===== config.mk =====
export PLATFORM = sky130hd
export DESIGN_NAME = mux_pipe
export DESIGN_NICKNAME = d
export VERILOG_FILES = /design/src/rtl/cpu_mux_pkg.sv /design/src/rtl/mux_pipe_stage.sv /design/src/rtl/mux_pipe.sv
export SDC_FILE = /design/constraint.sdc
export NUM_CORES = 1
export LEC_CHECK = 0
export ABC_AREA = 1
export CORE_UTILIZATION = 34
export CTS_CLUSTER_DIAMETER = 60
export DETAILED_ROUTE_END_ITERATION = 6
export GPL_TIMING_DRIVEN = 0
export HOLD_SLACK_MARGIN = 0.1
export PLACE_DENSITY = 0.82
export RECOVER_POWER = 25
export SYNTH_ARGS = -nofsm -noshare
export SYNTH_HDL_FRONTEND = slang
export SYNTH_SLANG_ARGS = --single-unit

===== constraint.sdc =====
create_clock -name clk -period 1 [get_ports clk]
set_input_delay 0.15 -clock clk [delete_from_list [all_inputs] [get_ports clk]]
set_output_delay 0.15 -clock clk [all_outputs]
set_load 0.05 [all_outputs]

===== src/rtl/cpu_mux_pkg.sv =====
// Shared CPU datapath mux definitions: select-width helper and the
// forwarding-source select encodings used by the hazard unit.
package cpu_mux_pkg;

  // Forwarding source codes driven by the hazard unit.
  typedef enum logic [1:0] {
    SEL_RF = 2'd0,  // register file read
    SEL_EM = 2'd1,  // EX/MEM forward
    SEL_MW = 2'd2   // MEM/WB forward
  } fwd_sel_e;

  // Binary select width for n inputs; never below one bit.
  function automatic int sel_width(input int n);
    return (n <= 2) ? 1 : $clog2(n);
  endfunction

endpackage


===== src/rtl/mux_pipe_stage.sv =====
// One register slice {valid, err, data} of the selector pipeline.
// Priority on each edge: reset > flush > stall (hold) > load.
module mux_pipe_stage #(
  parameter int W = 32
) (
  input  logic         clk,
  input  logic         reset,
  input  logic         flush,
  input  logic         stall,
  input  logic [W+1:0] d_i,
  output logic [W+1:0] q_o
);

  logic [W+1:0] slice_q, slice_d;

  // Next slice value: flush clears, stall holds, otherwise load upstream.
  always_comb begin
    slice_d = slice_q;
    if (flush)       slice_d = '0;
    else if (!stall) slice_d = d_i;
  end

  // Slice register with synchronous reset.
  always_ff @(posedge clk) begin
    if (reset) slice_q <= '0;
    else       slice_q <= slice_d;
  end

  assign q_o = slice_q;

endmodule


===== src/rtl/mux_pipe.sv =====
// Pipelined N-way selector with valid/err tracking, stall and flush.
// Out-of-range selects yield DEFAULT_VAL and a qualified error flag.
module mux_pipe
  import cpu_mux_pkg::*;
#(
  parameter int              W           = 32,
  parameter int              N_IN        = 4,
  parameter int              LATENCY     = 1,
  parameter longint unsigned DEFAULT_VAL = 0
) (
  input  logic                         clk,
  input  logic                         reset,
  input  logic [N_IN*W-1:0]            in_bus,
  input  logic [sel_width(N_IN)-1:0]   slt,
  input  logic                         in_valid,
  input  logic                         stall,
  input  logic                         flush,
  output logic [W-1:0]                 out,
  output logic                         out_valid,
  output logic                         out_err
);

  localparam int           SW    = sel_width(N_IN);
  localparam int           NCODE = 1 << SW;
  localparam logic [W-1:0] DEF   = W'(DEFAULT_VAL);

  // Full decode table over every select code; unused codes map to the
  // default value and set the out-of-range flag.
  logic [W-1:0]     sel_tab [NCODE];
  logic [NCODE-1:0] oor_tab;

  for (genvar k = 0; k < NCODE; k++) begin : g_tab
    if (k < N_IN) begin : g_in
      assign sel_tab[k] = in_bus[k*W +: W];
      assign oor_tab[k] = 1'b0;
    end else begin : g_def
      assign sel_tab[k] = DEF;
      assign oor_tab[k] = 1'b1;
    end
  end

  logic [W-1:0] sel_data;
  logic         sel_err;

  assign sel_data = sel_tab[slt];
  assign sel_err  = oor_tab[slt] & in_valid;

  // stg_pipe[0] is the combinational front end; stg_pipe[i+1] is slice i.
  logic [W+1:0] stg_pipe [LATENCY+1];

  assign stg_pipe[0] = {in_valid, sel_err, sel_data};

  for (genvar i = 0; i < LATENCY; i++) begin : g_stg
    mux_pipe_stage #(.W(W)) u_stg (
      .clk   (clk),
      .reset (reset),
      .flush (flush),
      .stall (stall),
      .d_i   (stg_pipe[i]),
      .q_o   (stg_pipe[i+1])
    );
  end

  assign {out_valid, out_err, out} = stg_pipe[LATENCY];

endmodule


==> out/metrics.csv <==
stage;metric;value;unit
worst_setup_path;crit-path cells;buf_4;
pwr;Int Pwr;2700;uW
synth;Mapped Cells;360;
finish;layout cells sized above 1;0.183;
sta;final hold violation count;0;
cts;CTS Sinks;33;
worst_setup_path;Largest stage delay, worst path;0.34;ns
sta;Final Max Slew Viols;0;
synth;Synth cell types;16;
drt;Total Wirelength;8380;um
drt;DRT iter0 DRCs;117;
hold_path;Worst Hold Class;in -> reg;
placed_design;placed cell area;3920;sq um
pwr;sequential power share;0.364;
pwr;clock power share;0.237;
hold_path;hold endpoint;g_stg[0].u_stg.q_o[33];
worst_setup_path;Worst setup EP type;output pin;
floorplan;starting density of the core;0.358;
hold_path;hold path startpoint;stall;
pwr;leakage;0.00191;uW
synth;Yosys warnings;0;
worst_setup_path;terminus of the critical flop-to-flop path;g_stg[0].u_stg.q_o[24];
finish;Ant. Diodes;0;
worst_setup_path;FF-to-FF Start;g_stg[0].u_stg.q_o[24];
global_routing;first-pass GRT wire length;12700;um
finish;Final Net Count;674;
floorplan;chip height;81.7;um
global_routing;pin count of the biggest net entering global routing;11;
cts;Num CTS Buffers;5;
placed_design;Placement Setup Slack;-0.520;ns
global_routing;total gr overflow;0;
synth;Yosys reg bits;33;
finish;# fillers;556;
synth;synthesized area;2160;sq um
sta;Max Clock Skew;0;ns
finish;footprint of the multi-input gates;1330;sq um
global_routing;initial antenna violation count;0;
sta;RSZ-0062 raised after global routing;no;
cts;CTS tree;yes;
worst_setup_path;CP max FO;2;
pwr;sw frac;0.310;
worst_setup_path;startpoint types;register;
global_routing;vias in the first global route;2852;
worst_setup_path;Worst Path Required;0.85;ns
placed_design;Buffers on Ports;166;
outcome;status;finished clean;
drt;DR vias;3013;
pwr;Gate power share;0.399;
worst_setup_path;CP Buf/Inv Count;1;
cts;Max Root-Sink Buffers;2;
sta;final setup fails;0;
pwr;peak supply drop;0.000546;V
drt;WL/cell;13.6;um
worst_setup_path;Top delay family on crit path;flip-flops;
worst_setup_path;Reg2Reg Setup Slack;0.32;ns
cts;Root Driver;clkbuf_8;
drt;Routed Antenna Nets;0;
sta;f_max;1030;MHz
drt;DR pass1 iterations;4;
pwr;PwrDens;938;nW/um^2
finish;Storage cell area;669;sq um
pwr;sw power;1210;uW
sta;Worst Slack Setup Final;0.0316;ns
floorplan;Ports;169;
synth;syn_nets;495;
synth;post-synthesis sequential area ratio;0.306;
worst_setup_path;Worst Path Arrival;0.82;ns
flow_run;Max-Cap Viols;0;
worst_setup_path;Critical path origin;g_stg[0].u_stg.q_o[27];
drt;final routed DRC violation total;0;
cts;H-tree depth;2;
finish;Design Area, Final;4170;sq um
floorplan;Die W;81.7;um
cts;worst skew pair latency;0.27;ns
worst_setup_path;Crit Path Category;reg -> out;
floorplan;Die Area;6670;sq um
hold_path;Hold Path Cell Cnt;3;
pwr;Tot Pwr;3910;uW
finish;max FFs per register;33;
floorplan;core box area;6030;sq um
placed_design;final RePlAce weighted congestion;0.866;
sta;period utilization;0.968;
worst_setup_path;Slowest cell on crit path;dfxtp_1;
floorplan;Rows;28;
synth;Mapped Avg Cell Area;6.00;sq um
drt;Vias per Instance;4.90;
sta;min cycle time layout;0.968;ns
placed_design;post-DP HPWL;6550;um
cts;clock-pin transition on the worst setup and hold timing paths;0.06;ns
worst_setup_path;Register-to-Register Path Depth;2;
global_routing;Total GRT Usage;0.248;
finish;area delta synth->final;93.0;%
[through the flow]
stage / utilization / hold slack, ns / std cells / setup TNS (ns)
after CTS: 0.665 / 0.274 / 611 / -0.0591
after detailed placement: 0.650 / 0.482 / 601 / -23.88
after global placement: 0.650 / 0.472 / 601 / -23.00
final: 0.692 / 0.191 / 615 / 0
after floorplan: - / 0.302 / 360 / 0
after global routing: 0.692 / 0.235 / 615 / 0
[how the worst max path moves through the flow]
stage                              to  slack, ns  depth (start not counted)
3_3_place_gp   g_stg[0].u_stg.q_o[15]      -0.48                          5
6_report                      out[27]       0.03                          1
4_1_cts        g_stg[0].u_stg.q_o[14]      -0.02                          5
3_5_place_dp    g_stg[0].u_stg.q_o[8]      -0.52                          5
5_1_grt                       out[15]     0.0006                          1
2_1_floorplan  g_stg[0].u_stg.q_o[10]       0.06                          2
[cell families after synthesis]
family                 Yosys count  share of synthesized area
other                            1                    0.00174
buffers and inverters           34                     0.0979
AO/OA/AOI/OAI                   65                      0.159
AND/OR/NAND/NOR                227                      0.435
flip-flops                      33                      0.306
[synthesized netlist by cell type, drive strengths merged]
master,count,area (sq um)
conb,1,3.75
nand2,160,601
a21oi,32,179
o21ai,33,165
nand3,64,320
dfxtp,33,661
nor2,3,18.8
inv,3,11.3
buf,24,174
clkbuf,7,26.3
[cell type report]
class,instances,share of cell area
buffer,31,0.0660
clock buffer,8,0.0192
inverter,3,0.00330
multi-input combinational,293,0.318
sequential,33,0.161
tap,75,0.0225
timing repair buffer,172,0.411
[cells in the final DEF (no fill, tap or decap), types with 2 or more instances in the layout]
cell type / Yosys / routed
nand2_1: 160 / 160
clkdlybuf4s50_1: 0 / 129
nand3_1: 64 / 64
buf_4: 4 / 29
buf_6: 7 / 28
a21oi_1: 27 / 27
dfxtp_1: 33 / 26
o21ai_1: 5 / 12
o21ai_0: 28 / 11
o21ai_2: 0 / 10
dfxtp_2: 0 / 7
clkbuf_8: 0 / 6
buf_2: 13 / 5
a21oi_2: 5 / 5
clkbuf_1: 7 / 4
dlymetal6s2s_1: 0 / 3
clkbuf_2: 0 / 2
buf_8: 0 / 2
nor2_1: 2 / 2
[routing by layer]
metal	share of wire	vias up	track usage	routed length, um
met2	0.50	127	0.458	4170
li1	-	1536	-	-
met1	0.39	1333	0.262	3290
met4	0.027	0	0.107	227
met3	0.082	17	0.0678	689
met5	0	-	0	0
[power groups by stage]
stage,sequential [uW],combinational (uW),clock [uW]
2_1_floorplan,1650,490,0
3_3_place_gp,1430,1460,0
3_5_place_dp,1430,1480,0
4_1_cts,1410,1510,955
5_1_grt,1430,1680,1030
6_report,1420,1560,927
[what timing repair did]
| item | 4_1_cts | 5_1_grt |
|---|---|---|
| pin swaps | 0 | 1 |
| resized for setup | 246 | 41 |
| endpoints found under the setup margin | 66 | 43 |
| hold buffers | 0 | 0 |
| buffers inserted | 1 | 2 |
| gates cloned | 1 | 2 |
No activity file was read; power rests on OpenSTA's default activity.
